--- config.mk ---
export PLATFORM = sky130hd
export DESIGN_NAME = alu_iter
export DESIGN_NICKNAME = d
export VERILOG_FILES = /design/src/rtl/alu_pkg.sv /design/src/rtl/mul_iter.sv /design/src/rtl/alu_iter.sv
export SDC_FILE = /design/constraint.sdc
export NUM_CORES = 1
export LEC_CHECK = 0
export CAP_MARGIN = 15
export CELL_PAD_IN_SITES_DETAIL_PLACEMENT = 1
export CELL_PAD_IN_SITES_GLOBAL_PLACEMENT = 2
export CORE_MARGIN = 10
export CORE_UTILIZATION = 36
export CTS_CLUSTER_DIAMETER = 30
export DETAILED_ROUTE_END_ITERATION = 12
export HOLD_SLACK_MARGIN = 0.06
export PLACE_DENSITY = 0.87
export SETUP_SLACK_MARGIN = 0.15
export SLEW_MARGIN = 20
export SYNTH_ARGS = -nofsm -noshare
export SYNTH_HDL_FRONTEND = slang
export SYNTH_SLANG_ARGS = --single-unit
export TNS_END_PERCENT = 100
--- constraint.sdc ---
create_clock -name clk -period 4.3 [get_ports clk]
set_clock_uncertainty 0.1 [all_clocks]
set_input_delay 0.86 -clock clk [delete_from_list [all_inputs] [get_ports clk]]
set_output_delay 0.86 -clock clk [all_outputs]
set_load 0.02 [all_outputs]
--- src/rtl/alu_pkg.sv ---
// Shared opcode and state encodings for the iterative accumulator/data ALU.
package alu_pkg;

  localparam logic [2:0] OP_PASSA = 3'b000;
  localparam logic [2:0] OP_ADD   = 3'b001;
  localparam logic [2:0] OP_SUB   = 3'b010;
  localparam logic [2:0] OP_AND   = 3'b011;
  localparam logic [2:0] OP_XOR   = 3'b100;
  localparam logic [2:0] OP_ABS   = 3'b101;
  localparam logic [2:0] OP_MUL   = 3'b110;
  localparam logic [2:0] OP_PASSD = 3'b111;

  typedef enum logic {
    ST_IDLE = 1'b0,
    ST_MUL  = 1'b1
  } state_t;

endpackage

--- src/rtl/mul_iter.sv ---
// Unsigned shift-add multiplier: one multiplier bit per cycle, MUL_W cycles per product.
module mul_iter #(
  parameter int MUL_W = 4
) (
  input  logic               clk,
  input  logic               reset,
  input  logic               start,
  input  logic [MUL_W-1:0]   multiplicand,
  input  logic [MUL_W-1:0]   multiplier,
  output logic               done,
  output logic [2*MUL_W-1:0] product
);

  localparam int CW = (MUL_W > 1) ? $clog2(MUL_W) : 1;
  localparam logic [CW-1:0] LAST = CW'(MUL_W - 1);

  logic               busy_reg;
  logic [CW-1:0]      count_reg;
  logic [2*MUL_W-1:0] mcand_reg;
  logic [MUL_W-1:0]   mplier_reg;
  logic [2*MUL_W-1:0] prod_reg;
  logic [2*MUL_W-1:0] prod_next;

  // The final partial sum is exposed combinationally so the owner can
  // register it on the same edge that retires the last iteration.
  always_comb begin
    prod_next = prod_reg;
    if (mplier_reg[0]) begin
      prod_next = prod_reg + mcand_reg;
    end
  end

  assign done    = busy_reg && (count_reg == LAST);
  assign product = prod_next;

  always_ff @(posedge clk) begin
    if (reset) begin
      busy_reg   <= 1'b0;
      count_reg  <= '0;
      mcand_reg  <= '0;
      mplier_reg <= '0;
      prod_reg   <= '0;
    end else if (start) begin
      busy_reg   <= 1'b1;
      count_reg  <= '0;
      mcand_reg  <= {{MUL_W{1'b0}}, multiplicand};
      mplier_reg <= multiplier;
      prod_reg   <= '0;
    end else if (busy_reg) begin
      prod_reg   <= prod_next;
      mcand_reg  <= mcand_reg << 1;
      mplier_reg <= mplier_reg >> 1;
      count_reg  <= count_reg + CW'(1);
      if (done) begin
        busy_reg <= 1'b0;
      end
    end
  end

endmodule

--- src/rtl/alu_iter.sv ---
// Accumulator/data ALU with valid/ready input, registered result and flags,
// and a stalling iterative multiply on the lower half-width operands.
module alu_iter
  import alu_pkg::*;
#(
  parameter int WIDTH = 8
) (
  input  logic             clk,
  input  logic             reset,
  input  logic             in_valid,
  output logic             in_ready,
  input  logic [2:0]       opcode,
  input  logic [WIDTH-1:0] data,
  input  logic [WIDTH-1:0] accum,
  output logic             out_valid,
  output logic [WIDTH-1:0] alu_out,
  output logic             zero,
  output logic             carry,
  output logic             overflow
);

  localparam int MUL_W = WIDTH / 2;

  state_t           state_reg, state_next;
  logic             accept;
  logic             mul_start;
  logic             mul_done;
  logic [WIDTH-1:0] mul_product;

  logic [WIDTH:0]   sum_full;
  logic [WIDTH-1:0] diff;
  logic [WIDTH-1:0] neg_a;
  logic [WIDTH-1:0] op_result;
  logic             op_carry;
  logic             op_ovf;

  logic             load_next;
  logic [WIDTH-1:0] result_next;
  logic             carry_next;
  logic             ovf_next;

  logic             out_valid_reg;
  logic [WIDTH-1:0] alu_out_reg;
  logic             zero_reg;
  logic             carry_reg;
  logic             overflow_reg;

  assign in_ready  = (state_reg == ST_IDLE) & ~reset;
  assign accept    = in_valid & in_ready;
  assign mul_start = accept && (opcode == OP_MUL);

  mul_iter #(
    .MUL_W(MUL_W)
  ) u_mul (
    .clk          (clk),
    .reset        (reset),
    .start        (mul_start),
    .multiplicand (accum[MUL_W-1:0]),
    .multiplier   (data[MUL_W-1:0]),
    .done         (mul_done),
    .product      (mul_product)
  );

  assign sum_full = {1'b0, accum} + {1'b0, data};
  assign diff     = accum - data;
  assign neg_a    = '0 - accum;

  always_comb begin
    op_result = '0;
    op_carry  = 1'b0;
    op_ovf    = 1'b0;
    case (opcode)
      OP_PASSA: op_result = accum;
      OP_ADD: begin
        op_result = sum_full[WIDTH-1:0];
        op_carry  = sum_full[WIDTH];
        op_ovf    = (accum[WIDTH-1] == data[WIDTH-1]) &&
                    (sum_full[WIDTH-1] != accum[WIDTH-1]);
      end
      OP_SUB: begin
        op_result = diff;
        op_carry  = accum < data;
        op_ovf    = (accum[WIDTH-1] != data[WIDTH-1]) &&
                    (diff[WIDTH-1] != accum[WIDTH-1]);
      end
      OP_AND: op_result = accum & data;
      OP_XOR: op_result = accum ^ data;
      // Negating the most-negative value wraps back to itself; that case
      // is the only one where the negated value still has its sign bit set.
      OP_ABS: begin
        op_result = accum[WIDTH-1] ? neg_a : accum;
        op_ovf    = accum[WIDTH-1] & neg_a[WIDTH-1];
      end
      OP_PASSD: op_result = data;
      default:  op_result = '0;
    endcase
  end

  always_comb begin
    state_next  = state_reg;
    load_next   = 1'b0;
    result_next = op_result;
    carry_next  = op_carry;
    ovf_next    = op_ovf;
    case (state_reg)
      ST_IDLE: begin
        if (mul_start) begin
          state_next = ST_MUL;
        end else if (accept) begin
          load_next = 1'b1;
        end
      end
      ST_MUL: begin
        if (mul_done) begin
          state_next  = ST_IDLE;
          load_next   = 1'b1;
          result_next = mul_product;
          carry_next  = 1'b0;
          ovf_next    = 1'b0;
        end
      end
      default: state_next = ST_IDLE;
    endcase
  end

  always_ff @(posedge clk) begin
    if (reset) begin
      state_reg     <= ST_IDLE;
      out_valid_reg <= 1'b0;
      alu_out_reg   <= '0;
      zero_reg      <= 1'b0;
      carry_reg     <= 1'b0;
      overflow_reg  <= 1'b0;
    end else begin
      state_reg     <= state_next;
      out_valid_reg <= load_next;
      if (load_next) begin
        alu_out_reg  <= result_next;
        zero_reg     <= (result_next == '0);
        carry_reg    <= carry_next;
        overflow_reg <= ovf_next;
      end
    end
  end

  assign out_valid = out_valid_reg;
  assign alu_out   = alu_out_reg;
  assign zero      = zero_reg;
  assign carry     = carry_reg;
  assign overflow  = overflow_reg;

endmodule

==> results of run 1 <==
-- routing by layer --
| layer | routed length, µm | share of wire | vias up | GRT usage |
|---|---|---|---|---|
| li1 | - | - | 1587 | - |
| met1 | 4980 | 0.47 | 1529 | 0.207 |
| met2 | 4810 | 0.46 | 80 | 0.266 |
| met3 | 649 | 0.061 | 15 | 0.0284 |
| met4 | 125 | 0.012 | 0 | 0.0380 |
| met5 | 0 | 0 | - | 0 |
-- cell families (layout without fill, tap and decap cells) --
logic type,count (synthesis),count (layout),share of synthesized area
flops,36,36,0.220
xor+xnor,13,13,0.0347
fa+ha+maj,29,29,0.117
buf+inv,46,73,0.0636
simple gates,156,156,0.236
mux,25,25,0.0819
compound gates,119,119,0.247
-- Yosys cell counts, types with 5 or more instances --
library cell	n
nand2b_1	7
nor4_1	5
a21o_1	5
o221ai_1	6
xor2_1	6
ha_1	26
nor3_1	11
nor2_1	37
dfxtp_1	36
a31oi_1	5
and3_1	5
a21oi_1	29
nor2b_1	9
o21ai_0	17
clkbuf_1	11
a211oi_1	11
xnor2_1	7
nand2_1	48
mux2i_1	22
inv_1	23
nand3_1	8
buf_2	5
-- layout make-up --
type | instances | area [µm²]
Multi-Input combinational cell | 342 | 2350
Inverter | 24 | 90.1
Clock inverter | 3 | 18.8
Sequential cell | 36 | 721
Tap cell | 108 | 135
Timing Repair Buffer | 41 | 393
Fill cell | 1071 | 5030
Clock buffer | 5 | 68.8
-- cells in the final DEF, fill, tap and decap left out, drive strengths merged, types with 5 or more instances in the layout --
| master | count |
|---|---|
| nor3 | 12 |
| nand2 | 48 |
| nor2 | 37 |
| a21o | 5 |
| or2 | 5 |
| a211oi | 11 |
| ha | 26 |
| o22ai | 5 |
| a31oi | 5 |
| mux2i | 22 |
| xnor2 | 7 |
| a21oi | 31 |
| and3 | 5 |
| nor2b | 9 |
| inv | 24 |
| o221ai | 6 |
| dfxtp | 36 |
| buf | 7 |
| xor2 | 6 |
| clkbuf | 5 |
| nand3 | 9 |
| o21ai | 21 |
| nor4 | 5 |
| clkdlybuf4s50 | 34 |
| nand2b | 7 |
-- path summary, 6_finish.rpt --
kind / to / startpoint / slack [ps] / cells past startpoint
setup reg to reg: zero$_SDFFE_PP0P_ / u_mul.mcand_reg[0]$_SDFFE_PP0P_ / 1550 / 11
hold / removal: alu_out[6]$_SDFFE_PP0P_ / alu_out[6]$_SDFFE_PP0P_ / 360 / 2
setup / recovery: zero$_SDFFE_PP0P_ / accum[0] / 630 / 13
hold reg to reg: alu_out[6]$_SDFFE_PP0P_ / alu_out[6]$_SDFFE_PP0P_ / 360 / 2
-- critical path, cell delays in order --
cell and delay [ps]:
clkdlybuf4s50_1 580, inv_1 120, ha_1 190, inv_1 70, fa_1 400, mux4_2 460
nor2_1 100, a31oi_1 60, o22ai_2 170, nand3_1 90, or4_1 420, nor3_1 150
a21o_1 140
-- report_power, final --
group / internal (W) / switching [W] / total [W]
registers: 0.000341 / 0.00000676 / 0.000348
clock network: 0.000113 / 0.000135 / 0.000248
logic: 0.000106 / 0.000152 / 0.000258
-- per-stage QoR --
step | cell area [µm²] | setup WS, ps | instances | total power (W)
detailed placement | 3690 | 305 | 551 | 0.000611
global placement | 3690 | 430 | 551 | 0.000607
global route | 3780 | 433 | 559 | 0.000904
floorplan | 3280 | 1150 | 424 | 0.000519
finish | 3780 | 632 | 559 | 0.000854
CTS | 3780 | 623 | 559 | 0.000860
==> results.cfg, run 1 <==
[logic_synthesis]
syn_area_um2 = 3280
yosys.area.top_type_share = 0.220
synthDistinctLibCells = 63
ys_top_cells_by_area = dfxtp_1 22%, ha_1 9.9%, mux2i_1 6.7%
synth.ff_latch_count = 36
yosys_warnings = 0
async_flop_share = 0
synth_nets = 475
synth_edf_count = 0
synth_ff_type = dfxtp_1
yosys.area.top_type = dfxtp_1
synthCells = 424
synth_seq_area_share = 0.220
syn_avg_cell_area_um2 = 7.74

[clock_network]
cts_resized = 0
clock_sinks = 36
cts_root_buf = clkbuf_8
cts_buffers = 5
clk_pin_slew_ps = 80
clock_path_buffers = 2
htreeDepth = 2
cts_setup_buffers = 0
cts_tree = built
holdBufCountCts = 0
clkLatencyLatePin_ps = 300

[grt]
overflow = 0
grt_pass1_vias = 3349
grt_pass1_wl_um = 17200
antenna_found_initial = 0
track_usage = 0.159
grt_max_degree = 25

[routing]
drtAntennaViolNets = 0
routed_wl_um = 10600
drcViolationCount = 0
vias_per_cell = 5.74
drtIter0Drc = 156
num_vias = 3211
first_pass_iters = 4
wl_per_cell_um = 18.9

[finish]
syn_to_final_growth_pct = 15.1
utilization = 0.429
diodes = 0
nNetsFinal = 501
drive_above_1_share = 0.0643

[power_and_ir_drop]
p_leak_nw = 1.48
ir_worst_vdd_mv = 0.0987
powerDensity_nw_per_um2 = 226

[sta]
min_period_over_period = 0.853
max_slew_margin = 0.560
final_max_slew_viol_count = 0
worstMarginPinSlew_ps = 658
period_needed_ps = 3670
rsz0062_at_grt = false
hold_viol_final = 0
setup_viol = 0
fmax_mhz = 273
timing.hold.ws_ps = 356
timing.setup.tns_ps = 0

[die]
chipHeight_um = 115
core_um2 = 8810
std_cell_rows = 34
die_w_um = 115
initial_utilization = 0.373
die_area_um2 = 13300
num_io_pins = 35

[setup_path]
path_max_fanout = 6
crit_required_ps = 4450
crit_type = primary input to flop
end_kind = flop
crit_arrival_ps = 3820
critPathLaunchType = primary input

[placed_design]
dp.final_hpwl_um = 8350
globalplace.congestion = 0.826
io_buffers = 34

[status]
status = complete, no violations

[run]
maxCapViolCount = 0

[worst_hold_path]
hold_class = flop to flop
No activity file was read; power rests on OpenSTA's default activity.
==> run 2, diff against run 1 <==
CTS_CLUSTER_DIAMETER = 200   (was 30)
SLEW_MARGIN = not set   (was 20)
==> results of run 2 <==
No change in the layout: final DEF, timing and power equal those of run 1.
==> run 3, diff against run 2 <==
CORE_UTILIZATION = 41   (was 36)
DONT_BUFFER_PORTS = 1   (was not set)
GPL_ROUTABILITY_DRIVEN = 0   (was not set)
PLACE_DENSITY = 0.88   (was 0.87)
SKIP_CTS_REPAIR_TIMING = 1   (was not set)
==> run 3 against run 2 <==
  * Die area fell by 10%
  * Highest routed layer unchanged
  * Critical endpoint unchanged
  * Sequential share of layout area is 2.0 points higher
  * Worst setup slack improved by 580 ps
  * Sequential cell count unchanged
  * Global-route usage grew 1.5 points
  * Via count decreased by 2.5%
  * Utilization grew 1.1 points
  * Sequential power up 2%
  * Non-clock buffer count down 39
  * Cell count shrank 8.1%
==> results.cfg, run 3 (same netlist as run 1, synthesis figures left out) <==
[status]
status = complete, no violations

[die]
std_cell_rows = 32
die_w_um = 109
core_um2 = 7770
die_area_um2 = 12000
num_io_pins = 35
initial_utilization = 0.423
chipHeight_um = 109

[run]
maxCapViolCount = 0

[finish]
utilization = 0.440
drive_above_1_share = 0.0583
nNetsFinal = 462
nFillCells = 964
postLayoutCellArea_um2 = 3420
mostFrequentLayoutCells = 48 x nand2_1, 37 x nor2_1, 36 x dfxtp_1
syn_to_final_growth_pct = 4.12
diodes = 0
layout_commonest_cell = nand2_1

[sta]
timing.hold.ws_ps = 388
timing.setup.tns_ps = 0
min_period_over_period = 0.718
setup_viol = 0
worstMarginPinSlew_ps = 702
period_needed_ps = 3090
rsz0062_at_grt = false
max_slew_margin = 0.530
hold_viol_final = 0
fmax_mhz = 324
final_max_slew_viol_count = 0
timing.final.ws_setup_ps = 1210

[placed_design]
dpl_worst_slack_ps = 937
dp.final_hpwl_um = 7910
place_area_um2 = 3310
io_buffers = 0

[clock_network]
cts_buffers = 5
cts_tree = built
cts_root_buf = clkbuf_8
clock_path_buffers = 2
htreeDepth = 2
clock_sinks = 36
clkLatencyLatePin_ps = 290
clk_pin_slew_ps = 80

[setup_path]
reg2reg_from = u_mul.prod_reg[2]$_SDFFE_PP0P_
crit_required_ps = 4450
rrSetupSlack_ps = 1590
reg2regPathDepth = 9
path_common_cell = inv_1
crit_arrival_ps = 3230
critPathLaunchType = primary input
crit_type = primary input to flop
reg2reg_to = zero$_SDFFE_PP0P_
critPathTopFamily = compound AO/OA/AOI/OAI gates
end_kind = flop
cpPeakStageDelay_ps = 530
path_max_fanout = 6
worstPathCellList = inv_1, ha_1, inv_1, fa_1, a21oi_2, o21bai_1, a221o_1, nand2_1, a32oi_1, or4_1, nor3_1, a21o_1
cp.buffers_inverters = 2
slowest_stage = or4_1

[routing]
routed_wl_um = 10400
num_vias = 3132
wl_per_cell_um = 20.2
first_pass_iters = 4
drtIter0Drc = 153
vias_per_cell = 6.09
drcViolationCount = 0
drtAntennaViolNets = 0

[grt]
grt_max_degree = 30
overflow = 0
grt_pass1_wl_um = 16800
track_usage = 0.174
antenna_found_initial = 0
grt_pass1_vias = 3204

[worst_hold_path]
holdPathEnd = u_mul.prod_reg[6]$_SDFFE_PP0P_
hold_class = flop to flop
hold_start = u_mul.prod_reg[6]$_SDFFE_PP0P_
hold_path_depth = 2

[power_and_ir_drop]
p_leak_nw = 1.33
powerDensity_nw_per_um2 = 249
ir_worst_vdd_mv = 0.120
-- run 3: changes by cell type in the layout (fill, tap and decap cells not counted), sizes merged --
cell | before | now
clkinvlp | 0 | 1
buf | 7 | 2
clkdlybuf4s50 | 34 | 0
clkinv | 3 | 1
bufinv | 0 | 1
-- run 3: how the worst max path moves through the flow --
stage,depth (start not counted),to,start
CTS,12,zero$_SDFFE_PP0P_,accum[0]
floorplan,12,zero$_SDFFE_PP0P_,accum[0]
global placement,12,zero$_SDFFE_PP0P_,accum[0]
global route,12,zero$_SDFFE_PP0P_,accum[0]
detailed placement,12,zero$_SDFFE_PP0P_,accum[0]
finish,12,zero$_SDFFE_PP0P_,accum[0]
-- run 3: worst register-to-register path: cells and delay by family, from the launching register on --
kind	cells	cell delay [ps]
flip-flops	1	340
adder cells (fa/ha/maj)	1	370
XOR/XNOR	1	240
AND/OR/NAND/NOR	1	210
multiplexers	1	230
AO/OA/AOI/OAI	5	1130
-- run 3: area by class of cell --
type	instances	area, µm²	share of cell area
Inverter	24	90.1	0.0264
Clock inverter	3	42.5	0.0124
Tap cell	102	128	0.0373
Multi-Input combinational cell	342	2350	0.689
Timing Repair Buffer	2	15.0	0.00439
Clock buffer	5	68.8	0.0201
Sequential cell	36	721	0.211
-- run 3: layer usage --
metal / GRT usage / part of all wire / wire, µm
met1: 0.227 / 0.46 / 4720
met2: 0.278 / 0.46 / 4740
met3: 0.0486 / 0.073 / 758
met4: 0.0381 / 0.014 / 140
met5: 0 / 0 / 0
-- run 3: power breakdown --
| part | switching, W | leakage [nW] | internal (W) | total, W |
|---|---|---|---|---|
| combinational | 0.000115 | 0.986 | 0.0000774 | 0.000192 |
| clock | 0.000130 | 0.0541 | 0.000172 | 0.000302 |
| sequential | 0.0000148 | 0.291 | 0.000341 | 0.000356 |
| total | 0.000259 | 1.33 | 0.000590 | 0.000850 |
-- run 3: through the flow --
stage               total power (W)  std cells
detailed placement         0.000552        506
global route               0.000895        514
CTS                        0.000853        514
global placement           0.000547        506
floorplan                  0.000519        424
finish                     0.000850        514
